## src/rtl/dashcam_dma_writer.sv

```systemverilog
// Stream-to-memory DMA writer: buffers 32-bit camera words and writes them as single Wishbone classic beats.
// Latency: a word accepted at edge k raises stb from edge k+1 when the FIFO was empty; one beat per ack.
// Backpressure: s_ready_o drops when the FIFO is full, past the programmed length, or outside RUN/WRITE.
// Optional ack/err watchdog built only when DASHCAM_DMA_TIMEOUT_EN is defined.

// Small synchronous FIFO with flush; head word is visible on rd_dat while not empty.
// Latency: a pushed word is readable the cycle after the push edge.
// Backpressure: writes are dropped while full, reads ignored while empty; flush wins over push/pop.
module dashcam_dma_fifo #(
    parameter int W     = 32,
    parameter int DEPTH = 8,
    localparam int AW   = $clog2(DEPTH)
) (
    input  logic          clk,
    input  logic          rst,
    input  logic          flush,
    input  logic          wr_vld,
    input  logic [W-1:0]  wr_dat,
    input  logic          rd_rdy,
    output logic [W-1:0]  rd_dat,
    output logic          full,
    output logic          empty,
    output logic [AW:0]   count
);
    logic [W-1:0]  mem [DEPTH];
    logic [AW-1:0] wr_ptr;
    logic [AW-1:0] rd_ptr;
    logic          wr_ok;
    logic          rd_ok;

    assign full   = (count == (AW+1)'(DEPTH));
    assign empty  = (count == '0);
    assign wr_ok  = wr_vld && !full;
    assign rd_ok  = rd_rdy && !empty;
    assign rd_dat = mem[rd_ptr];

    always_ff @(posedge clk) begin
        if (wr_ok) begin
            mem[wr_ptr] <= wr_dat;
        end
    end

    always_ff @(posedge clk) begin
        if (rst || flush) begin
            wr_ptr <= '0;
            rd_ptr <= '0;
            count  <= '0;
        end else begin
            if (wr_ok) begin
                wr_ptr <= wr_ptr + 1'b1;
            end
            if (rd_ok) begin
                rd_ptr <= rd_ptr + 1'b1;
            end
            case ({wr_ok, rd_ok})
                2'b10:   count <= count + 1'b1;
                2'b01:   count <= count - 1'b1;
                default: count <= count;
            endcase
        end
    end
endmodule

module dashcam_dma_writer #(
    parameter int FIFO_DEPTH  = 8,
    parameter int CNT_W       = 24,
    parameter int ACK_TIMEOUT = 255
) (
    input  logic        clk,
    input  logic        rst,
    input  logic        start_i,
    input  logic        abort_i,
    input  logic [31:0] base_i,
    input  logic [31:0] len_i,
    input  logic [31:0] s_data_i,
    input  logic        s_valid_i,
    output logic        s_ready_o,
    output logic [31:0] wbm_adr_o,
    output logic [31:0] wbm_dat_o,
    output logic [3:0]  wbm_sel_o,
    output logic        wbm_we_o,
    output logic        wbm_stb_o,
    output logic        wbm_cyc_o,
    input  logic        wbm_ack_i,
    input  logic        wbm_err_i,
    output logic [31:0] dma_status_o,
    output logic        done_pulse_o,
    output logic        err_pulse_o
);
    localparam int FAW = $clog2(FIFO_DEPTH);

    typedef enum logic [2:0] {
        S_IDLE,
        S_RUN,
        S_WRITE,
        S_DONE,
        S_FAIL
    } state_t;

    state_t           state;
    state_t           state_next;
    logic [31:0]      addr;
    logic [CNT_W-1:0] words;
    logic [CNT_W-1:0] accepted;
    logic [CNT_W-1:0] written;
    logic [CNT_W-1:0] len_words;
    logic             done_sticky;
    logic             err_sticky;
    logic             abort_sticky;
    logic             timeout_sticky;
    logic             abort_pend;
    logic             do_start;
    logic             do_pop;
    logic             do_abort;
    logic             do_err;
    logic             do_tmo;
    logic             fifo_flush;
    logic             fifo_full;
    logic             fifo_empty;
    logic [FAW:0]     fifo_count;
    logic [31:0]      fifo_head;
    logic             s_hs;
    logic [23:0]      cnt_field;
    logic             unused_bits;

    assign len_words   = len_i[CNT_W+1:2];
    assign unused_bits = ^{base_i[1:0], len_i[1:0], len_i[31:CNT_W+2]};

    assign s_ready_o  = ((state == S_RUN) || (state == S_WRITE)) && !fifo_full && (accepted < words);
    assign s_hs       = s_valid_i && s_ready_o;
    assign fifo_flush = do_abort || (state == S_FAIL);

    dashcam_dma_fifo #(
        .W     (32),
        .DEPTH (FIFO_DEPTH)
    ) u_fifo (
        .clk    (clk),
        .rst    (rst),
        .flush  (fifo_flush),
        .wr_vld (s_hs),
        .wr_dat (s_data_i),
        .rd_rdy (do_pop),
        .rd_dat (fifo_head),
        .full   (fifo_full),
        .empty  (fifo_empty),
        .count  (fifo_count)
    );

`ifdef DASHCAM_DMA_TIMEOUT_EN
    localparam int TMO_W = $clog2(ACK_TIMEOUT + 1);
    logic [TMO_W-1:0] tmo_cnt;

    // Restarts from zero on every entry to WRITE and after every ack.
    always_ff @(posedge clk) begin
        if (rst) begin
            tmo_cnt <= '0;
        end else if (state == S_WRITE && !wbm_ack_i && !wbm_err_i) begin
            tmo_cnt <= tmo_cnt + 1'b1;
        end else begin
            tmo_cnt <= '0;
        end
    end

    always_ff @(posedge clk) begin
        if (rst || do_start) begin
            timeout_sticky <= 1'b0;
        end else if (do_tmo) begin
            timeout_sticky <= 1'b1;
        end
    end
`else
    assign timeout_sticky = 1'b0;
`endif

    always_ff @(posedge clk) begin
        if (rst) begin
            state <= S_IDLE;
        end else begin
            state <= state_next;
        end
    end

    always_comb begin
        state_next = state;
        do_start   = 1'b0;
        do_pop     = 1'b0;
        do_abort   = 1'b0;
        do_err     = 1'b0;
        do_tmo     = 1'b0;
        case (state)
            S_IDLE: begin
                if (start_i && !abort_i) begin
                    do_start   = 1'b1;
                    state_next = (len_words == '0) ? S_DONE : S_RUN;
                end
            end
            S_RUN: begin
                if (abort_i) begin
                    do_abort   = 1'b1;
                    state_next = S_IDLE;
                end else if (!fifo_empty) begin
                    state_next = S_WRITE;
                end
            end
            S_WRITE: begin
                if (wbm_err_i) begin
                    do_err     = 1'b1;
                    state_next = S_FAIL;
                end else if (wbm_ack_i) begin
                    do_pop = 1'b1;
                    // A pending abort closes the transfer even if this was the final beat.
                    if (abort_pend || abort_i) begin
                        do_abort   = 1'b1;
                        state_next = S_IDLE;
                    end else if (written + 1'b1 == words) begin
                        state_next = S_DONE;
                    end else if (fifo_count > (FAW+1)'(1)) begin
                        state_next = S_WRITE;
                    end else begin
                        state_next = S_RUN;
                    end
                end
`ifdef DASHCAM_DMA_TIMEOUT_EN
                else if (tmo_cnt == TMO_W'(ACK_TIMEOUT - 1)) begin
                    do_tmo     = 1'b1;
                    do_err     = 1'b1;
                    state_next = S_FAIL;
                end
`endif
            end
            S_DONE:  state_next = S_IDLE;
            S_FAIL:  state_next = S_IDLE;
            default: state_next = S_IDLE;
        endcase
    end

    always_ff @(posedge clk) begin
        if (rst) begin
            abort_pend <= 1'b0;
        end else if (state == S_WRITE && state_next == S_WRITE) begin
            abort_pend <= abort_pend || abort_i;
        end else begin
            abort_pend <= 1'b0;
        end
    end

    always_ff @(posedge clk) begin
        if (rst) begin
            addr         <= '0;
            words        <= '0;
            accepted     <= '0;
            written      <= '0;
            done_sticky  <= 1'b0;
            err_sticky   <= 1'b0;
            abort_sticky <= 1'b0;
        end else if (do_start) begin
            addr         <= {base_i[31:2], 2'b00};
            words        <= len_words;
            accepted     <= '0;
            written      <= '0;
            done_sticky  <= 1'b0;
            err_sticky   <= 1'b0;
            abort_sticky <= 1'b0;
        end else begin
            if (s_hs) begin
                accepted <= accepted + 1'b1;
            end
            if (do_pop) begin
                addr    <= addr + 32'd4;
                written <= written + 1'b1;
            end
            if (do_err) begin
                err_sticky <= 1'b1;
            end
            if (do_abort) begin
                abort_sticky <= 1'b1;
            end
            if (state == S_DONE) begin
                done_sticky <= 1'b1;
            end
        end
    end

    assign wbm_cyc_o    = (state == S_WRITE);
    assign wbm_stb_o    = wbm_cyc_o;
    assign wbm_we_o     = wbm_cyc_o;
    assign wbm_sel_o    = 4'hF;
    assign wbm_adr_o    = addr;
    assign wbm_dat_o    = fifo_head;
    assign done_pulse_o = (state == S_DONE);
    assign err_pulse_o  = (state == S_FAIL);

    assign cnt_field    = 24'(written);
    assign dma_status_o = {(state != S_IDLE), done_sticky, err_sticky, abort_sticky,
                           timeout_sticky, 3'b000, cnt_field};
endmodule
```

## config.mk

```make
export PLATFORM = sky130hd
export DESIGN_NAME = dashcam_dma_writer
export DESIGN_NICKNAME = d
export VERILOG_FILES = /design/src/rtl/dashcam_dma_writer.sv
export SDC_FILE = /design/constraint.sdc
export NUM_CORES = 1
export LEC_CHECK = 0
export CORE_MARGIN = 2
export CORE_UTILIZATION = 45
export DETAILED_ROUTE_END_ITERATION = 6
export PLACE_DENSITY = 0.68
export SLEW_MARGIN = 20
export SYNTH_ARGS = -nofsm -noshare
export SYNTH_HDL_FRONTEND = slang
export SYNTH_SLANG_ARGS = --single-unit
```

## constraint.sdc

```tcl
create_clock -name clk -period 7.35 [get_ports clk]
set_input_delay 1.1025 -clock clk [delete_from_list [all_inputs] [get_ports clk]]
set_output_delay 1.1025 -clock clk [all_outputs]
set_load 0.02 [all_outputs]
```

Word level (Yosys, flattened, before mapping)
Memories as Yosys holds them, arrays and structs flattened. A register that Yosys moved wholly into a read port is not among the register bits.
Cells that the tools add are included.
Storage, ports and cells
  bits in registers: 121
  bits in writable memories: 256
  input bits: 103
  output and inout bits: 106
  memories: 1
Memories
  u_fifo.mem: words 8, bits a word 32, read ports 1, clocked after memory_dff 1, wr ports 1, RTL line 25  | logic [W-1:0] mem [DEPTH];
Operators by class
  $add $sub $neg: 7
  order comparisons: 2
  equal/unequal tests: 9
  multiplexer cells: 29
  bitwise operators: 1
  reductions and logical operators: 22
Operator list (number)
  32-bit 2-to-1 mux: 2
  24-bit by 1-bit adder with 24-bit output (second input constant): 2
  32-bit by 3-bit adder with 32-bit output (second input constant): 1
  24-bit == test: 1
  24-bit logical NOT: 1
  24-bit less-than comparator: 1
  3-bit 2-to-1 mux: 7
  1-bit 2-to-1 mux: 13
  3-bit by 2-bit == test with 1-bit output (second input constant): 3
  3-bit one-hot mux with 3 select lines: 1
  2-bit 2-to-1 mux: 4
  4-bit one-hot mux with 2 select lines: 1
  1-bit logical AND: 7
  3-bit by 1-bit adder with 3-bit output (second input constant): 2
  4-bit by 1-bit adder with 4-bit output (second input constant): 1
  4-bit == test (second input constant): 1
  4-bit by 1-bit > comparator with 1-bit output (second input constant): 1
  4-bit logical NOT: 1
  1-bit logical OR: 4
  2-bit nonzero test: 2
  2-bit OR reduction: 2
  4-bit by 1-bit subtractor with 4-bit output (second input constant): 1
  3-bit by 1-bit == test with 1-bit output (second input constant): 1
  3-bit == test (second input constant): 1
  other kinds (7): 9

Longest topological paths before layout
  depth after elaboration: 11
  mapped depth: 13

By module
From an unflattened synthesis, not the netlist that was laid out.
Second synthesis, totals
  cells, all modules: 1269
  area total of the unflattened synthesis: 16888.7 µm²
Modules (own cells, without submodules)
  dashcam_dma_fifo: times used 1, cells each 445, area an instance 10413.7 µm², seq. area each 7947.6 µm²
  dashcam_dma_writer: times used 1, cells each 824, area an instance 6475.0 µm², seq. area each 2182.1 µm²

Worst setup path after synthesis
OpenSTA, ideal clock, no wires.
  path type: flip-flop to flip-flop
  start: register words[22]
  end: memory u_fifo.mem[2][0], enable pin
  data arrival time: 5644 ps
  slack: 1193 ps
  cell stages (with the launch flop): 9
  period minus slack after synthesis: 6157 ps
  cell sequence: dfxtp_1 -> inv_1 -> ha_1 -> a21o_1 -> a2111oi_2 -> o311ai_1 -> a211oi_4 -> nand2_1 -> nor4b_1
On the way
  word-level cells in the longest chain between the ends: 6
RTL lines
  start, declared: RTL line 103  | logic [CNT_W-1:0] words;
  start signal, assigned: RTL line 258  | words <= len_words;
  24-bit less-than comparator: RTL line 129  | assign s_ready_o = ((state == S_RUN) || (state == S_WRITE)) && !fifo_full && (accepted < words);
  1-bit logical AND: RTL line 129
  via s_ready_o: RTL line 77  | output logic s_ready_o,
  1-bit logical AND: RTL line 130  | assign s_hs = s_valid_i && s_ready_o;
  1-bit logical AND: RTL line 33  | assign wr_ok = wr_vld && !full;
  1-bit 2-to-1 mux: RTL line 38  | if (wr_ok) begin
  1-bit 2-to-1 mux (not written as such): RTL line 39  | mem[wr_ptr] <= wr_dat;
  end, declared: RTL line 25
The timed path passes the listed nets, and every way through them passes these cells.

==> run_results.csv <==
group,metric,value,unit
outcome,status,"complete, no violations",
setup_path,crit_slowest_cell,"dfxtp_4",
place,place.gp.congestion,0.8679,
cells_and_area,synthToLayoutAreaGrowth,22.16,%
setup_path,critPathArrivalTime,3.44,ns
clock_tree,clk_latency,0.54,ns
sta,skew,0.02186,ns
sta,finalSetupTns,0,ns
setup_path,cpLargestDelayFamily,"buffers and inverters",
sta,holdWs,0.4619,ns
clock_tree,cts_root_buffer,"clkbuf_16",
setup_path,crit_path_end_kind,"primary output",
floorplan,fp-row-count,70,
setup_path,cp.required,6.25,ns
clock_tree,cts_tree,"yes",
clock_tree,clock_sinks,378,
floorplan,start_util,45.35,%
grt,antenna_found_initial,1,
setup_path,cp_max_fo,36,
hold_path,holdCritPathClass,"reg -> reg",
setup_path,start_kind,"flip-flop",
detailed_routing,drtIter0Drc,609,
sta,relSlewSlack,33.89,%
setup_path,crit_type,"reg -> out",
clock_tree,h-tree-depth,2,
yosys,synth_warnings,0,
sta,rsz0062_at_grt,"false",
clock_tree,numCtsBuffers,40,
cells_and_area,drive_above_1_share,13.43,%
sta,fmax,220.3,MHz
yosys,synth-seq-area-share,61.60,%
place,dp_hpwl,22800,um
detailed_routing,firstDrtPassIters,5,
sta,setup_violations,0,
clock_tree,postCtsSetupBuffers,0,
place,io_buffers,188,
floorplan,coreArea,36260,um2
detailed_routing,ant_nets,0,
setup_path,worstPathBufferInverterCount,2,
floorplan,die_h,195.2,um
yosys,async_reset_ff_share,0,%
hold_path,hold_start,"err_sticky",
clock_tree,cts_buffer_depth,3,
grt,overflow,0,
detailed_routing,drcViolationCount,0,
detailed_routing,totalWireLength,36870,um
yosys,synth_area_per_cell,13.30,um2
yosys,synth_cell_types,55,
power_and_ir_drop,ir_worst_vdd,0.0001343,V
yosys,synth_area,16440,um2
clock_tree,cts_hold_buf,0,
grt,grt_max_degree,76,
detailed_routing,via_per_inst,5.475,
sta,period_needed,4.539,ns
power_and_ir_drop,power,4.556,mW
yosys,synth_edf_count,256,
grt,grt_first_pass_wirelength,57840,um
sta,hold_violations,0,
yosys,synth-main-ff-cell,"edfxtp_1",
clock_tree,cts_resized,0,
power_and_ir_drop,powerDensity,226.8,nW/um2
sta,period_share,61.76,%
setup_path,path_cells,"buf_4, mux4_2, mux2_2, clkdlybuf4s50_1",
detailed_routing,dr_total_vias,10474,
floorplan,num_io_pins,209,
detailed_routing,wl_per_cell,19.27,um
power_and_ir_drop,p_leak,6.523,nW
setup_path,slowest_delay,0.81,ns
cells_and_area,nets,1549,
cells_and_area,layout_common_cells,"256 x edfxtp_1, 187 x clkdlybuf4s50_1, 119 x dfxtp_1",
floorplan,fp.dieW,195.2,um
grt,grtUsageTotal,19.30,%
yosys,synth_cells,1236,
cells_and_area,final_common_cell,"edfxtp_1",
sta,slew_viol_final,0,
floorplan,die_area,38090,um2
cells_and_area,nFillCells,2985,
grt,first_global_vias,10476,
clock_tree,clkTransAtPathRegs,0.06,ns
setup_path,rr_startpoint,"words[22]",
yosys,synth-seq-cells,378,
job,cap_viol_max_count,0,
sta,worst_pin_slew,0.9916,ns
-- layer usage --
layer	vias to the layer above	wire [um]	track usage, %
li1	4984	-	-
met1	5120	15950	26.08
met2	308	17830	32.12
met3	62	2099	3.143
met4	0	993	6.079
met5	-	0	0
-- final timing paths --
check | depth (start not counted) | end | slack (ns)
setup reg to reg | 9 | accepted[15] | 3.61
setup / recovery | 4 | wbm_dat_o[2] | 2.81
hold reg to reg | 2 | err_sticky | 0.46
hold / removal | 2 | err_sticky | 0.46
-- cell type report --
type / instances / area [um2] / share of cell area (%)
sequential: 378 / 10140 / 50.45
inverter: 35 / 131.4 / 0.6540
clock inverter: 21 / 240.2 / 1.196
multi-input combinational: 756 / 5936 / 29.55
clock buffer: 52 / 1076 / 5.356
tap: 468 / 585.6 / 2.915
antenna: 1 / 2.502 / 0.01246
timing repair buffer: 202 / 1982 / 9.865
-- cells in the mapped netlist (all sizes together), types with 32 or more instances --
cell	number	area (um2)
a21oi	66	330.3
clkbuf	48	180.2
dfxtp	122	2442
edfxtp	256	7687
ha	33	412.9
inv	35	131.4
mux2	32	360.4
mux4	64	1441
nand2	97	364.1
nor2	98	367.9
xnor2	43	376.6
xor2	44	385.4
-- worst min-delay path, delay by kind of cell (launching register included) --
family	cells	cell delay, ns
flops	1	0.32
simple gates	1	0.06
compound gates	1	0.04
-- registers in the layout, summed over array words and instances, names as in the netlist, named ones only --
name / count
abort_sticky: 1
err_sticky: 1
wbm_adr_o: 30
done_sticky: 1
cnt_field: 24
accepted: 24
state: 3
abort_pend: 1
u_fifo.mem: 256
words: 24
u_fifo.count: 4
u_fifo.rd_ptr: 3
u_fifo.wr_ptr: 3
-- stage by stage --
step | worst slack, ns | std cells | utilization (%) | instance area [um2]
after floorplan | 1.193 | 1244 | - | 16470
after global routing | 2.541 | 1913 | 55.40 | 20090
after detailed placement | 3.275 | 1839 | 51.75 | 18770
final | 2.811 | 1913 | 55.40 | 20090
after CTS | 2.681 | 1912 | 55.38 | 20080
after global placement | 3.269 | 1839 | 51.75 | 18770
-- kinds of logic (layout without fill, tap and decap cells) --
group	after synthesis	after routing	synth area share (%)
XOR/XNOR	87	87	4.634
AND/OR/NAND/NOR	365	365	10.99
buffers and inverters	110	310	2.876
flip-flops	378	378	61.60
AO/OA/AOI/OAI	162	162	6.201
multiplexers	99	99	11.14
adder cells (fa/ha/maj)	33	33	2.511
other	2	11	0.04567
-- where the power goes --
group	leakage (nW)	internal, mW	switching [mW]
clock	0.633	1.18	0.817
sequential	3.29	2.29	0.0245
combinational	2.60	0.113	0.125
total	6.52	3.59	0.967
No activity file was read; power rests on OpenSTA's default activity.
==> patch (same settings) <==
Re-encode `state_t` (5 states) as one-hot, 5 bits wide.
--- a/src/rtl/dashcam_dma_writer.sv
+++ b/src/rtl/dashcam_dma_writer.sv
@@ -89,12 +89,12 @@
 );
     localparam int FAW = $clog2(FIFO_DEPTH);
 
-    typedef enum logic [2:0] {
-        S_IDLE,
-        S_RUN,
-        S_WRITE,
-        S_DONE,
-        S_FAIL
+    typedef enum logic [4:0] {
+        S_IDLE  = 5'b00001,
+        S_RUN   = 5'b00010,
+        S_WRITE = 5'b00100,
+        S_DONE  = 5'b01000,
+        S_FAIL  = 5'b10000
     } state_t;
 
     state_t           state;
Function: no difference found for any inputs over 4 cycles, from zero or initial values and one cycle with rst high; so few cycles prove little.
==> patch against the unedited design <==
  * Critical path depth grew 6
  * Setup slack lost 0.30 ns
  * Area after synthesis grew 1.1%
  * Design area grew 1.2%
  * Sequential cell count grew 2
  * Sequential power is essentially flat
  * Hold slack gained 0.0062 ns
  * Via count grew 2.9%
  * Clock skew shrank 0.0041 ns
  * Wire length grew 4.2%
  * Total power grew 2.3%
  * Maximum frequency shrank 6.3%
  * Critical path type unchanged
  * Critical endpoint is now s_ready_o
  * Largest power group unchanged
  * Highest routed layer unchanged
==> patch: results (changes against the unedited design) <==
Outcome
  • Outcome: complete, no violations (unchanged)

Drt
  • Vias per cell: 5.57 (was 5.48)
  • Routed wl met2: 18500 microns (was 17800 microns)
  • Iteration-0 DRC Markers: 747 (was 609)
  • Top routing layer used: met4 (unchanged)
  • Final wirelength: 38400 microns (was 36900 microns)
  • DRT met1 WL: 17000 microns (was 15900 microns)
  • Wire length on met3: 1900 microns (was 2100 microns)
  • DRT antenna net count: 0 (unchanged)

Global route
  • Vias in the first global route: 10700 (was 10500)
  • Initial antenna violation count: 0 (was 1)
  • GR Layer Usage met2: 0.335 (was 0.321)
  • Met1 GRT Util: 0.272 (was 0.261)
  • Largest net degree at the start of global routing: 77 (was 76)
  • First-pass GRT wire length: 59900 microns (was 57800 microns)
  • Total Routing Usage GR: 0.200 (was 0.193)
  • GR Util met3: 0.0273 (was 0.0314)

Yosys
  • Synth Area in Compound Gates: 0.0471 (was 0.0620)
  • Synth top cells by count: edfxtp_1 (256), dfxtp_1 (124), nor2_1 (120), nand2_1 (97), mux4_2 (64) (was edfxtp_1 (256), dfxtp_1 (122), nor2_1 (98), nand2_1 (97), a21oi_1 (66))
  • Largest family of logic cells by synthesized area: simple AND/OR/NAND/NOR gates (was multiplexers)
  • Top post-synthesis cells by area: edfxtp_1 (46%), dfxtp_1 (15%), mux4_2 (8.7%) (was edfxtp_1 (47%), dfxtp_1 (15%), mux4_2 (8.8%))
  • Post-synthesis mux area share: 0.111 (about the same)
  • Sequential element share of the synthesized area: 0.612 (was 0.616)
  • Syn avg cell area: 13.2 sq um (was 13.3 sq um)
  • Distinct cells, synth: 65 (was 55)
  • Adder-cell share of the synthesized area: 0.0248 (was 0.0251)
  • Xor and xnor area share after synthesis: 0.0532 (was 0.0463)

Critical path
  • Crit-path max cell delay: 0.61 ns (was 0.81 ns)
  • Top delay family on crit path: simple AND/OR/NAND/NOR gates (was buffers and inverters)
  • Worst Path Max Fanout: 23 (was 36)
  • Crit path arrival time: 3.74 ns (was 3.44 ns)
  • R2R setup slack: 3.80 ns (was 3.61 ns)
  • Critical-path top delay cell: a211o_1 (was dfxtp_4)

Clock network
  • CTS buffer count: 41 (was 40)
  • Clock Latency Late Sink: 0.54 ns (about the same)
  • CTS root buf: clkbuf_16 (unchanged)
  • Post-CTS Repair Setup Buffers: 0 (unchanged)
  • Number of H-tree levels: 2 (unchanged)

Final layout
  • Nets: 1570 (was 1549)
  • Filler Cell Count: 2969 (was 2985)
  • Ant. Diodes: 0 (was 1)
  • Max reg flops: 256 (unchanged)
  • Layout cells sized above 1: 0.137 (was 0.134)
  • Final cell count without fillers: 1935 (was 1913)

Place
  • Sum of net half-perimeters after detailed placement: 24400 microns (was 22800 microns)
  • GPL Wtd Cong: 0.859 (was 0.868)

Power and ir drop
  • Maximum vdd drop: 0.196 mV (was 0.134 mV)
  • Lkg Pwr: 6.63 nW (was 6.52 nW)

STA
  • Setup Skew: 0.0177 ns (was 0.0219 ns)
  • Worst slew margin: 0.278 (was 0.339)
==> patch: cell count changes in the layout (fill, tap and decap cells not counted), moves of 7 or more <==
cell	delta
or3_1	-8
o21ai_0	-7
nor2_1	+22
nor4_1	+12
or4_1	-9
o31ai_1	-10
xnor2_1	+19
a21oi_1	-17
==> patch: cell type report <==
| cell class | instances | share of cell area |
|---|---|---|
| Multi-Input combinational cell | 770 | 0.298 |
| Timing Repair Buffer | 204 | 0.0982 |
| Inverter | 37 | 0.00683 |
| Clock buffer | 53 | 0.0552 |
| Tap cell | 468 | 0.0288 |
| Sequential cell | 380 | 0.500 |
| Clock inverter | 23 | 0.0129 |
==> patch: where the power goes <==
group | switching, mW | internal, mW | leakage (nW)
sequential | 0.0251 | 2.30 | 3.31
combinational | 0.134 | 0.109 | 2.64
clock | 0.830 | 1.26 | 0.682
==> patch: path summary, 6_finish.rpt <==
| path | startpoint | end | cells past startpoint |
|---|---|---|---|
| max | words[22] | s_ready_o | 10 |
| min reg2reg | abort_sticky | abort_sticky | 2 |
| max reg2reg | words[9] | u_fifo.mem[3][30] | 11 |
| min | abort_sticky | abort_sticky | 2 |
==> patch: logic make-up (layout without fill, tap and decap cells) <==
group / after synthesis / in the layout
flops: 380 / 380
mux: 100 / 100
fa+ha+maj: 33 / 33
simple gates: 402 / 402
compound gates: 124 / 124
xor+xnor: 101 / 101
buf+inv: 113 / 317
other cells: 2 / 10
==> patch: stage by stage <==
stage	util	setup slack, ns	hold slack [ns]	cell area [sq um]
floorplan	-	1.52	0.438	16700
CTS	0.557	2.46	0.472	20300
global route	0.557	2.25	0.503	20300
detailed placement	0.519	3.05	0.459	18900
global placement	0.519	3.05	0.449	18900
finish	0.557	2.51	0.468	20300
